File: src/rtl/if_stage_if.sv
// Instruction-memory bus between the fetch stage and the instruction memory.
// The fetch stage drives a byte address; the memory answers combinationally.
interface if_stage_if;
   logic [31:0] imem_addr;
   logic [31:0] imem_data;

   modport master (output imem_addr, input imem_data);
   modport slave  (input imem_addr, output imem_data);
endinterface

File: src/rtl/if_stage.sv
// MIPS instruction-fetch stage: owns the PC, reads instruction memory and fills IF/ID.
// state | meaning
// RUN   | fetching; redirect > stall > illegal-PC halt > normal fetch
// HALT  | illegal PC seen; PC held, IF/ID empty, only a redirect restarts fetch
module if_stage #(
   parameter logic [31:0] RESET_PC   = 32'h0000_0000,
   parameter int          IMEM_BYTES = 512
) (
   input  logic              clk,
   input  logic              reset_n,
   if_stage_if.master        imem,
   input  logic              stall,
   input  logic              redirect_valid,
   input  logic [31:0]       redirect_pc,
   output logic              id_valid,
   output logic [31:0]       id_instr,
   output logic [31:0]       id_pc,
   output logic [31:0]       id_pc_plus4,
   output logic              fetch_fault,
   output logic [31:0]       fetch_count
);

   typedef enum logic {RUN, HALT} state_t;

   localparam logic [31:0] LAST_WORD = 32'(IMEM_BYTES) - 32'd4;

   state_t      state_q;
   logic [31:0] pc_q;
   logic        id_valid_q;
   logic [31:0] id_instr_q;
   logic [31:0] id_pc_q;
   logic [31:0] id_pc_plus4_q;
   logic        fault_q;
   logic [31:0] count_q;
   logic        illegal;

   // Unsigned compare on the full PC, so high addresses never alias back into range.
   assign illegal        = (pc_q[1:0] != 2'b00) || (pc_q > LAST_WORD);
   assign imem.imem_addr = pc_q;

   always_ff @(posedge clk or negedge reset_n) begin
      if (!reset_n) begin
         state_q       <= RUN;
         pc_q          <= RESET_PC;
         id_valid_q    <= 1'b0;
         id_instr_q    <= 32'h0;
         id_pc_q       <= 32'h0;
         id_pc_plus4_q <= 32'h0;
         fault_q       <= 1'b0;
         count_q       <= 32'h0;
      end else begin
         case (state_q)
            RUN: begin
               if (redirect_valid) begin
                  pc_q       <= redirect_pc;
                  id_valid_q <= 1'b0;
                  id_instr_q <= 32'h0;
               end else if (stall) begin
                  pc_q <= pc_q;
               end else if (illegal) begin
                  state_q    <= HALT;
                  fault_q    <= 1'b1;
                  id_valid_q <= 1'b0;
                  id_instr_q <= 32'h0;
               end else begin
                  pc_q          <= pc_q + 32'd4;
                  id_valid_q    <= 1'b1;
                  id_instr_q    <= imem.imem_data;
                  id_pc_q       <= pc_q;
                  id_pc_plus4_q <= pc_q + 32'd4;
                  count_q       <= count_q + 32'd1;
               end
            end
            HALT: begin
               // The new PC is not checked here; RUN re-evaluates it on the next edge.
               if (redirect_valid) begin
                  pc_q    <= redirect_pc;
                  state_q <= RUN;
                  fault_q <= 1'b0;
               end
            end
            default: state_q <= RUN;
         endcase
      end
   end

   assign id_valid    = id_valid_q;
   assign id_instr    = id_instr_q;
   assign id_pc       = id_pc_q;
   assign id_pc_plus4 = id_pc_plus4_q;
   assign fetch_fault = fault_q;
   assign fetch_count = count_q;

endmodule

File: src/flat_wrapper.sv
// flat-port wrapper written by rule: the top's interface ports become plain ports
module if_stage_flat 
#(
   parameter logic [31:0] RESET_PC   = 32'h0000_0000,
   parameter int          IMEM_BYTES = 512
)
  (clk, reset_n, stall, redirect_valid, redirect_pc, id_valid, id_instr, id_pc, id_pc_plus4, fetch_fault, fetch_count, imem_imem_addr, imem_imem_data);
  if_stage_if imem_i ();
  input  logic clk;
  input  logic reset_n;
  input  logic stall;
  input  logic redirect_valid;
  input  logic [31:0] redirect_pc;
  output logic id_valid;
  output logic [31:0] id_instr;
  output logic [31:0] id_pc;
  output logic [31:0] id_pc_plus4;
  output logic fetch_fault;
  output logic [31:0] fetch_count;
  output wire logic [$bits(imem_i.imem_addr)-1:0] imem_imem_addr;
  input wire logic [$bits(imem_i.imem_data)-1:0] imem_imem_data;
  assign imem_imem_addr = imem_i.imem_addr;
  assign imem_i.imem_data = imem_imem_data;
  if_stage #(.RESET_PC(RESET_PC), .IMEM_BYTES(IMEM_BYTES)) u_core (.clk(clk), .reset_n(reset_n), .imem(imem_i), .stall(stall), .redirect_valid(redirect_valid), .redirect_pc(redirect_pc), .id_valid(id_valid), .id_instr(id_instr), .id_pc(id_pc), .id_pc_plus4(id_pc_plus4), .fetch_fault(fetch_fault), .fetch_count(fetch_count));
endmodule
File: config.mk
export PLATFORM = sky130hd
export DESIGN_NAME = if_stage_flat
export DESIGN_NICKNAME = d
export VERILOG_FILES = /design/src/rtl/if_stage_if.sv /design/src/rtl/if_stage.sv /design/src/flat_wrapper.sv
export SDC_FILE = /design/constraint.sdc
export NUM_CORES = 1
export LEC_CHECK = 0
export BUFFER_PORTS_ARGS = -buffer_cell sky130_fd_sc_hd__buf_2
export CAP_MARGIN = 15
export CORE_AREA = 2 2 114 116
export DETAILED_ROUTE_END_ITERATION = 12
export DIE_AREA = 0 0 116 118
export GPL_ROUTABILITY_DRIVEN = 1
export GPL_TIMING_DRIVEN = 0
export PLACE_DENSITY_LB_ADDON = 0.15
export SLEW_MARGIN = 10
export SYNTH_ARGS = -nofsm -noshare
export SYNTH_HDL_FRONTEND = slang
export SYNTH_SLANG_ARGS = --single-unit
File: constraint.sdc
create_clock -name clk -period 4.45 [get_ports clk]
set_clock_uncertainty 0.05 [all_clocks]
set_input_delay 0 -clock clk [delete_from_list [all_inputs] [get_ports clk]]
set_output_delay 0 -clock clk [all_outputs]
set_load 0.01 [all_outputs]
==> results of run 1 <==
area by class of cell:
| class | instances | area [µm²] |
|---|---|---|
| inverter | 4 | 15.01 |
| multi-input combinational | 323 | 2260 |
| fill | 891 | 3344 |
| buffer | 26 | 117.6 |
| tap | 172 | 215.2 |
| sequential | 161 | 4029 |
| timing repair buffer | 297 | 1859 |
| clock buffer | 22 | 464.2 |
| clock inverter | 7 | 110.1 |
timing repair:
action,4_1_cts,5_1_grt
setup endpoints to repair,0,0
hold buffers,68,0
endpoints found under the hold margin,227,0
power groups by stage:
stage	combinational (µW)	clock (µW)	sequential [µW]
finish	280	1430	1550
global route	307	1530	1560
CTS	282	1460	1550
detailed placement	231	0	1580
global placement	223	0	1580
floorplan	94.6	0	1580
synthesized netlist by cell type (2+ instances only):
cell type / instances
o32a_1: 2
a22o_1: 32
nor2_2: 2
inv_1: 4
o21ai_1: 6
mux2_2: 21
nor3_1: 4
dfrtp_1: 161
o22ai_1: 5
and4_1: 5
buf_4: 3
nand2_1: 50
and2_1: 49
buf_1: 2
and3_1: 5
nand4_1: 19
nand3_1: 18
clkbuf_1: 14
nor4_1: 5
a21o_1: 2
ha_1: 2
xor2_1: 4
mux2i_1: 3
or3_1: 2
nor4_2: 3
a21oi_1: 7
nor2_1: 17
nor4_4: 4
a2bb2oi_1: 2
buf_2: 7
xnor2_1: 33
o21ai_0: 7
worst min path at each step:
stage | from | cells past startpoint | slack, ps | end
after global placement | imem_imem_data[3] | 2 | 170 | u_core.id_instr[3]
after floorplan | reset_n | 0 | -350 | u_core.fetch_count[0]
after global routing | redirect_valid | 3 | 60 | u_core.imem.imem_addr[7]
final | redirect_valid | 3 | 40 | u_core.imem.imem_addr[7]
after detailed placement | reset_n | 1 | -70 | u_core.id_pc_plus4[12]
after CTS | redirect_valid | 3 | 10 | u_core.imem.imem_addr[7]
cell families after synthesis:
| logic type | after synthesis |
|---|---|
| AND/OR/NAND/NOR | 191 |
| buffers and inverters | 30 |
| adder cells (fa/ha/maj) | 2 |
| XOR/XNOR | 37 |
| multiplexers | 24 |
| flip-flops | 161 |
| AO/OA/AOI/OAI | 69 |
metrics by stage:
stage / hold slack [ps] / cell area (µm²)
2_1_floorplan: -345.6 / 6421
3_3_place_gp: 170.0 / 7777
3_5_place_dp: -74.56 / 7815
4_1_cts: 14.21 / 9070
5_1_grt: 60.29 / 9070
6_report: 35.79 / 9070
worst min-delay path: stages:
cell and delay [ps]:
buf_2 160, inv_1 160, a32oi_1 120
flip-flops by register name, indices dropped and copies added, names as in the netlist:
| name | count |
|---|---|
| u_core.fetch_fault | 1 |
| u_core.id_instr | 32 |
| u_core.state_q | 1 |
| u_core.id_valid | 1 |
| u_core.id_pc | 30 |
| u_core.fetch_count | 32 |
| u_core.imem.imem_addr | 32 |
| u_core.id_pc_plus4 | 32 |
routing by layer:
layer  global-route usage  wire [µm]  vias up
met1               0.3226       6962     2556
met4               0.1027        420        0
met5                    0          0        -
met2               0.3922       8023      207
li1                     -          -     2438
met3              0.06797       1093       41
==> summary.md, run 1 <==
| Metric | Value |
|---|---|
| N_diodes | `0` |
| Post-CTS setup buffers | `0` |
| Worst Setup End Kind | `flop` |
| CTS Buffer Depth | `2` |
| CP Cell Sequence | `nor4_2, nand4_2, nor4_4, nand4_1, xnor2_1` |
| Largest net degree at the start of global routing | `97` |
| # rows | `41` |
| Synth Flop Type | `dfrtp_1` |
| FF-to-FF path depth | `5` |
| Mapped Cells | `514` |
| Placed insts | `915` |
| Cell taking the most area after synthesis | `dfrtp_1` |
| Sequential fraction of the synthesis area | `0.6274` |
| Reg-to-reg startpoint | `u_core.imem.imem_addr[11]` |
| Overall power | `3260 µW` |
| Main combinational cell family by area after synthesis | `simple AND/OR/NAND/NOR gates` |
| Commonest non-fill, non-tap cell in the layout | `buf_2` |
| Worst-Margin Slew | `767.1 ps` |
| H-tree depth | `4` |
| Worst Setup Start Kind | `flop` |
| WP buf/inv | `0` |
| Via-to-Cell Ratio | `5.180` |
| Share of power burned in registers | `0.476` |
| Initial Utilization | `0.5172` |
| Clk root buf | `clkbuf_16` |
| Syn_nets | `584` |
| Reg2Reg Setup Slack | `2180 ps` |
| Synth Register Bits | `161` |
| Power share of the clock group | `0.438` |
| PnR worst setup slack | `2176 ps` |
| Adder-cell share of the synthesized area | `0.003897` |
| Area share of the largest cell type after synthesis | `0.6274` |
| Vias | `5242` |
| Clock sinks | `161` |
| Pre-Repair DR Iteration Count | `5` |
| Clock-pin slew on the worst setup and hold paths | `60 ps` |
| Required @ worst endpoint | `4700 ps` |
| Share of cells above drive strength 1 | `0.3583` |
| F_max | `0.4398 GHz` |
| WL final | `16500 µm` |
| Iter 0 DRT Violations | `425` |
| Worst EP arrival | `2520 ps` |
| Post-synthesis mux area share | `0.04150` |
| Vias in the first global route | `5327` |
| Boundary Pins | `230` |
| Largest cells by area after synthesis | `dfrtp_1 (63%), and2_1 (4.8%), xnor2_1 (4.5%)` |
| Final Hold Vio Count | `0` |
| Switching Fraction | `0.2231` |
| Total die area | `0.01369 mm²` |
| Synth warn | `0` |
| Post-layout min period | `2274 ps` |
| Compound-Gate Fraction of Synth Area | `0.08067` |
| Die Width | `116 µm` |
| Peak VDD IR | `0.2867 mV` |
| Post-synthesis xor/xnor area fraction | `0.05047` |
| R2R Path End | `u_core.fetch_count[20]` |
| First-pass GRT wire length | `26720 µm` |
| EDFF count, synth | `0` |
| DRC | `0` |
| Tcrit/Tclk final | `0.5110` |
| CP max FO | `10` |
| Critical Path Sink | `u_core.fetch_count[20]` |
| Fraction of registers with async set/reset | `1.000` |
| Layout Nets | `900` |
| Syn avg cell area | `12.49 µm²` |
| Max-slew violations | `0` |
| Commonest non-fill, non-tap cells in the layout | `buf_2 (234), dfrtp_1 (161), dlygate4sd3_1 (68)` |
| Fin util | `0.7306` |
| Die Y | `118 µm` |
| Num CTS Buffers | `17` |
| Crit Path Category | `reg2reg` |
| CP Launch Point | `u_core.imem.imem_addr[11]` |
| GRT Residual Overflow | `0` |
| Largest stage delay on the critical path | `600 ps` |
| PwrDens | `359.4 mW/mm²` |
| Final setup vio count | `0` |
| GRT Overall Usage | `0.2481` |
| Cell count along the critical path | `5` |
| Mapped Area | `0.006421 mm²` |
| Status | `complete, no violations` |
| Routed wire length per instance | `16.30 µm` |
| Worst hold-check path type | `in2reg` |
| Clk_lat worst skew | `420 ps` |
| RSZ-0062 raised after global routing | `no` |
| CP top delay family | `simple AND/OR/NAND/NOR gates` |
| CP max stage cell | `nor4_4` |
| Setup WS pre-CTS | `2132 ps` |
| Post-cts resize count | `0` |
| Internal Power | `2533 µW` |
| CORE AREA | `0.01241 mm²` |
| Yosys cell types | `46` |
| Routed Antenna Nets | `0` |
| Simple-gate share of the synthesized area | `0.1754` |
| Initial antenna violation count | `0` |
| Buffers added on ports | `228` |
| Syn-to-layout area delta | `41.25%` |
| Slew headroom | `0.4855` |
| Setup TNS | `0 ps` |
| Comb power frac | `0.086` |
| TritonCTS clock tree | `yes` |
| GP Congestion | `0.8757` |
| Leakage | `0.004711 µW` |
| Number of max-cap violations | `0` |
| Layout Cells excl Fill | `1012` |
| Psw | `727.3 µW` |
| Post-DP HPWL | `11270 µm` |
(Power assumes the default switching activity.)
==> inputs of run 2 (changes only) <==
Settings changed: CORE_AREA 2 2 114 116 to 2 2 123 125, DIE_AREA 0 0 116 118 to 0 0 125 127.
Clock period 4.45 ns to 1.9 ns, I/O delays scaled along.
==> run 2 against run 1 <==
Compared with the run above:
- the run now ends with negative setup slack left
- count of clock-buffer cells in the layout shrank 2
- flip-flop and latch count is the same
- design area grew 8.8%
- fmax grew 7.6%
- register-to-register slack lost 2400 ps
- setup slack lost 2400 ps
- combinational power grew to 2.6 times the previous value
- highest routed layer unchanged
==> summary.md, run 2 (same netlist as run 1, synthesis figures left out) <==
| Metric | Value |
|---|---|
| Worst EP arrival | `2370 ps` |
| DRC | `0` |
| CP top delay family | `simple AND/OR/NAND/NOR gates` |
| CP max stage cell | `dfrtp_2` |
| FF-to-FF path depth | `7` |
| N_diodes | `0` |
| CTS Buffer Depth | `2` |
| Post-layout min period | `2112 ps` |
| GRT Overall Usage | `0.2345` |
| Required @ worst endpoint | `2150 ps` |
| H-tree depth | `4` |
| Final Hold Vio Count | `0` |
| Clock sinks | `161` |
| Share of power burned in registers | `0.461` |
| Endpoint of the worst hold path | `u_core.imem.imem_addr[8]` |
| Via-to-Cell Ratio | `5.153` |
| Worst hold start | `redirect_valid` |
| Reg-to-reg startpoint | `u_core.imem.imem_addr[22]` |
| # rows | `44` |
| Layout Nets | `937` |
| Post-DP HPWL | `11700 µm` |
| Crit Path Category | `reg2reg` |
| PnR worst setup slack | `-212.3 ps` |
| Vias | `5483` |
| Failing checks | `negative setup slack` |
| Clk root buf | `clkbuf_16` |
| RSZ-0062 raised after global routing | `yes` |
| R2R Path End | `u_core.imem.imem_addr[2]` |
| Clock-pin slew on the worst setup and hold paths | `70 ps` |
| GP Congestion | `0.9121` |
| CORE AREA | `0.01442 mm²` |
| Tcrit/Tclk final | `1.112` |
| Overall power | `7911 µW` |
| Final setup vio count | `130` |
| Routed wire length per instance | `17.36 µm` |
| Initial antenna violation count | `0` |
| Hold Path Depth | `3` |
| Number of max-cap violations | `0` |
| Clk_lat worst skew | `420 ps` |
| Comb power frac | `0.091` |
| TritonCTS clock tree | `yes` |
| First-pass GRT wire length | `29560 µm` |
| Leakage | `0.005125 µW` |
| PwrDens | `801.8 mW/mm²` |
| Psw | `1907 µW` |
| Status | `finished, violations left` |
| Num CTS Buffers | `17` |
| Boundary Pins | `230` |
| Internal Power | `6004 µW` |
| Routed Antenna Nets | `0` |
| Commonest non-fill, non-tap cell in the layout | `buf_2` |
| F_max | `0.4734 GHz` |
| Die Width | `125 µm` |
| WP buf/inv | `2` |
| Slew headroom | `0.5876` |
| WL final | `18470 µm` |
| Power share of the clock group | `0.447` |
| Iter 0 DRT Violations | `302` |
| Buffers added on ports | `228` |
| CP Cell Sequence | `nor4_4, nand4_4, buf_4, buf_6, nor3_4, nor2_2, a221o_1` |
| Syn-to-layout area delta | `53.64%` |
| Vias in the first global route | `5616` |
| Reg2Reg Setup Slack | `-210 ps` |
| Max-slew violations | `0` |
| Largest stage delay on the critical path | `450 ps` |
| Initial Utilization | `0.4452` |
| Switching Fraction | `0.2410` |
| Peak VDD IR | `0.5453 mV` |
| Pre-Repair DR Iteration Count | `5` |
| Commonest non-fill, non-tap cells in the layout | `buf_2 (228), dfrtp_1 (152), dlygate4sd3_1 (68)` |
| Worst Setup End Kind | `flop` |
| GRT Residual Overflow | `0` |
| Total die area | `0.01588 mm²` |
| Die Y | `127 µm` |
| Share of cells above drive strength 1 | `0.4466` |
| Worst hold-check path type | `in2reg` |
| Largest net degree at the start of global routing | `82` |
| CP max FO | `6` |
| Setup TNS | `-13440 ps` |
| Worst-Margin Slew | `618.6 ps` |
| Worst Setup Start Kind | `flop` |
==> run 2: cell types whose count changed in the layout (fill, tap and decap cells not counted), sizes merged <==
cell	previous run	this run
clkbuf	36	35
clkinv	4	6
buf	241	277
inv	4	6
clkinvlp	0	1
==> run 2: area by class of cell <==
cell class              instances  area, µm²
inverters                       4      15.01
clock inverters                12      156.4
clock buffers                  20      456.7
fillers                      1098       4558
plain buffers                  25      195.2
repair buffers                335       2265
well taps                     184      230.2
multi-input cells             323       2507
flip-flops and latches        161       4040
==> run 2: worst max path at each step <==
stage	from	endpoint	cells after the start
floorplan	u_core.imem.imem_addr[14]	u_core.fetch_count[20]	5
global placement	reset_n	u_core.imem.imem_addr[14]	1
detailed placement	u_core.imem.imem_addr[28]	u_core.id_pc[6]	7
CTS	u_core.imem.imem_addr[0]	u_core.fetch_count[20]	7
global route	u_core.imem.imem_addr[28]	u_core.fetch_count[25]	7
finish	u_core.imem.imem_addr[22]	u_core.imem.imem_addr[2]	7
==> run 2: routing by layer <==
metal  routed length (µm)  track usage  vias to the layer above  share of wire
met5                    0            0                        -              0
met4                  402      0.08562                        0          0.022
met3                 1188      0.06616                       35          0.064
met2                 8836       0.3737                      231           0.48
met1                 8041       0.3102                     2704           0.44
li1                     -            -                     2513              -
==> run 2: worst min-delay path, stage by stage <==
cell and delay [ps]:
buf_2 210, nor2_2 100, a2bb2oi_1 160
==> run 2: stage by stage <==
step / hold WS (ps) / utilization / cell area (µm²) / setup WS, ps / std cells
after floorplan: -345.6 / - / 6424 / -27.36 / 514
after global placement: 166.5 / 0.5404 / 7795 / -1808 / 926
after detailed placement: -20.93 / 0.5430 / 7833 / -343.0 / 927
after CTS: 6.505 / 0.6648 / 9589 / -192.6 / 1051
after global routing: 62.36 / 0.6840 / 9866 / -290.6 / 1064
final: 49.33 / 0.6840 / 9866 / -212.3 / 1064
==> run 2: what timing repair did <==
action / CTS / global route
gates cloned: 3 / 2
pin swaps: 25 / 24
hold buffers: 68 / 0
resized for setup: 76 / 34
setup endpoints to repair: 139 / 141
hold endpoints to repair: 146 / 0
setup buffers: 22 / 11
==> run 2: power groups by stage <==
stage,combinational [µW],sequential [µW],clock [µW]
after floorplan,222,3710,0
final,722,3650,3540
after global routing,781,3660,3770
after CTS,695,3640,3610
after global placement,530,3690,0
after detailed placement,552,3700,0
==> inputs of run 3 (changes only) <==
Settings changed: CORE_AREA 2 2 123 125 to 2 2 164 166, DIE_AREA 0 0 125 127 to 0 0 166 168.
Clock period 1.9 ns to 2.1 ns, I/O delays scaled along.
==> run 3 against run 2 <==
Compared with the run above:
- the run still ends with negative setup slack left
- fmax is 2.3% lower
- non-clock buffer count decreased by 13
- global-route usage shrank 9.0 points
- power fell by 8.9%
- final cell count is 14% higher
- critical path depth grew 2
- count of clock-buffer cells in the layout decreased by 3
- sequential share of layout area rose by 0.24 points
==> summary.md, run 3 (same netlist as run 1, synthesis figures left out) <==
| Metric | Value |
|---|---|
| Initial Utilization | `0.2437` |
| Boundary Pins | `230` |
| Pre-Repair DR Iteration Count | `4` |
| PwrDens | `734.7 mW/mm²` |
| GP Congestion | `0.7270` |
| Clock sinks | `161` |
| TritonCTS clock tree | `yes` |
| Worst Setup Start Kind | `flop` |
| Worst EP arrival | `2430 ps` |
| Layout Nets | `925` |
| Worst-Margin Slew | `638.2 ps` |
| First-pass GRT wire length | `31930 µm` |
| Crit Path Category | `reg2reg` |
| Peak VDD IR | `0.3527 mV` |
| # rows | `60` |
| Initial antenna violation count | `0` |
| Share of cells above drive strength 1 | `0.4320` |
| PnR worst setup slack | `-61.57 ps` |
| Failing checks | `negative setup slack` |
| Die Y | `168 µm` |
| Hold WS | `37.05 ps` |
| Worst hold-check path type | `in2reg` |
| Clock-pin slew on the worst setup and hold paths | `80 ps` |
| Clk_lat worst skew | `430 ps` |
| Required @ worst endpoint | `2370 ps` |
| Post-DP HPWL | `12960 µm` |
| Final Hold Vio Count | `0` |
| Routed Antenna Nets | `0` |
| Via-to-Cell Ratio | `4.382` |
| F_max | `0.4626 GHz` |
| Slew headroom | `0.5746` |
| Tcrit/Tclk final | `1.029` |
| GRT Residual Overflow | `0` |
| Iter 0 DRT Violations | `254` |
| Vias in the first global route | `5655` |
| N_diodes | `0` |
| Max-slew violations | `0` |
| Post-layout min period | `2162 ps` |
| Clk root buf | `clkbuf_16` |
| Routed wire length per instance | `16.36 µm` |
| Total die area | `0.02789 mm²` |
| Num CTS Buffers | `17` |
| Status | `finished, violations left` |
| WL final | `19780 µm` |
| CTS Buffer Depth | `2` |
| CP max FO | `5` |
| Syn-to-layout area delta | `52.77%` |
| Commonest non-fill, non-tap cells in the layout | `buf_2 (232), dfrtp_1 (152), dlygate4sd3_1 (67)` |
| H-tree depth | `4` |
| CORE AREA | `0.02635 mm²` |
| RSZ-0062 raised after global routing | `yes` |
| Leakage | `0.005044 µW` |
| Largest net degree at the start of global routing | `87` |
| Vias | `5298` |
| Worst Setup End Kind | `flop` |
| Die Width | `166 µm` |
| Setup WS pre-CTS | `-327.6 ps` |
| Buffers added on ports | `228` |
| Commonest non-fill, non-tap cell in the layout | `buf_2` |
| GRT Overall Usage | `0.1442` |
| Number of max-cap violations | `0` |
| DRC | `0` |
| Final setup vio count | `8` |
## run 3: cell types whose count changed in the layout (fill, tap and decap cells not counted), moves of 4 or more
| cell | change |
|---|---|
| buf_2 | +4 |
| buf_6 | -5 |
| clkbuf_4 | -5 |
| inv_8 | +5 |
## run 3: power breakdown
| group | leakage [µW] | switching, µW | internal, µW | total, µW |
|---|---|---|---|---|
| clock | 0.000300 | 1540 | 1720 | 3260 |
| sequential | 0.00215 | 125 | 3170 | 3300 |
| combinational | 0.00259 | 337 | 311 | 648 |
## run 3: through the flow
| stage | instance area (µm²) | setup TNS [ps] | utilization | total power [µW] | cells |
|---|---|---|---|---|---|
| after floorplan | 6421 | 0 | - | 3553 | 514 |
| after global placement | 7989 | -326770 | 0.3032 | 3858 | 1083 |
| after detailed placement | 8026 | -21120 | 0.3046 | 3866 | 1084 |
| after CTS | 9569 | -1057 | 0.3632 | 7337 | 1201 |
| after global routing | 9809 | -5023 | 0.3723 | 7557 | 1209 |
| final | 9809 | -287.9 | 0.3723 | 7207 | 1209 |
## run 3: repair_timing
item,4_1_cts,5_1_grt
gates cloned,1,1
endpoints found under the setup margin,138,99
endpoints found under the hold margin,141,0
buffers inserted,18,7
resized for setup,34,56
hold buffers,67,0
pin swaps,15,14
## run 3: final timing paths
kind | startpoint | endpoint | slack (ps) | cells after the start
setup reg to reg | u_core.imem.imem_addr[16] | u_core.fetch_count[30] | -60 | 9
setup / recovery | u_core.imem.imem_addr[16] | u_core.fetch_count[30] | -60 | 9
max in group asynchronous | reset_n | u_core.fetch_count[26] | 1080 | 3
hold reg to reg | u_core.id_pc[5] | u_core.id_pc[5] | 420 | 2
hold / removal | redirect_valid | u_core.state_q | 40 | 3
min in group asynchronous | reset_n | u_core.id_pc[27] | 60 | 2
## run 3: critical path, cell delays in order, from the launching register on
cell,delay [ps]
dfrtp_2,430
nor4_4,300
buf_4,170
nand4_4,190
buf_6,190
nor4_4,260
buf_6,180
buf_4,120
nand2_2,40
xnor2_1,120
## run 3: final cells by class
class	count	area [µm²]
plain buffers	25	177.7
clock buffers	17	425.4
clock inverters	15	187.7
fillers	2652	16540
inverters	4	15.01
multi-input cells	324	2466
flip-flops and latches	161	4040
well taps	341	426.7
repair buffers	322	2071
## run 3: routing by layer
metal | track usage | vias to the layer above | share of wire
li1 | - | 2499 | -
met1 | 0.2013 | 2591 | 0.49
met2 | 0.2140 | 183 | 0.43
met3 | 0.03949 | 25 | 0.054
met4 | 0.05293 | 0 | 0.022
met5 | 0 | - | 0
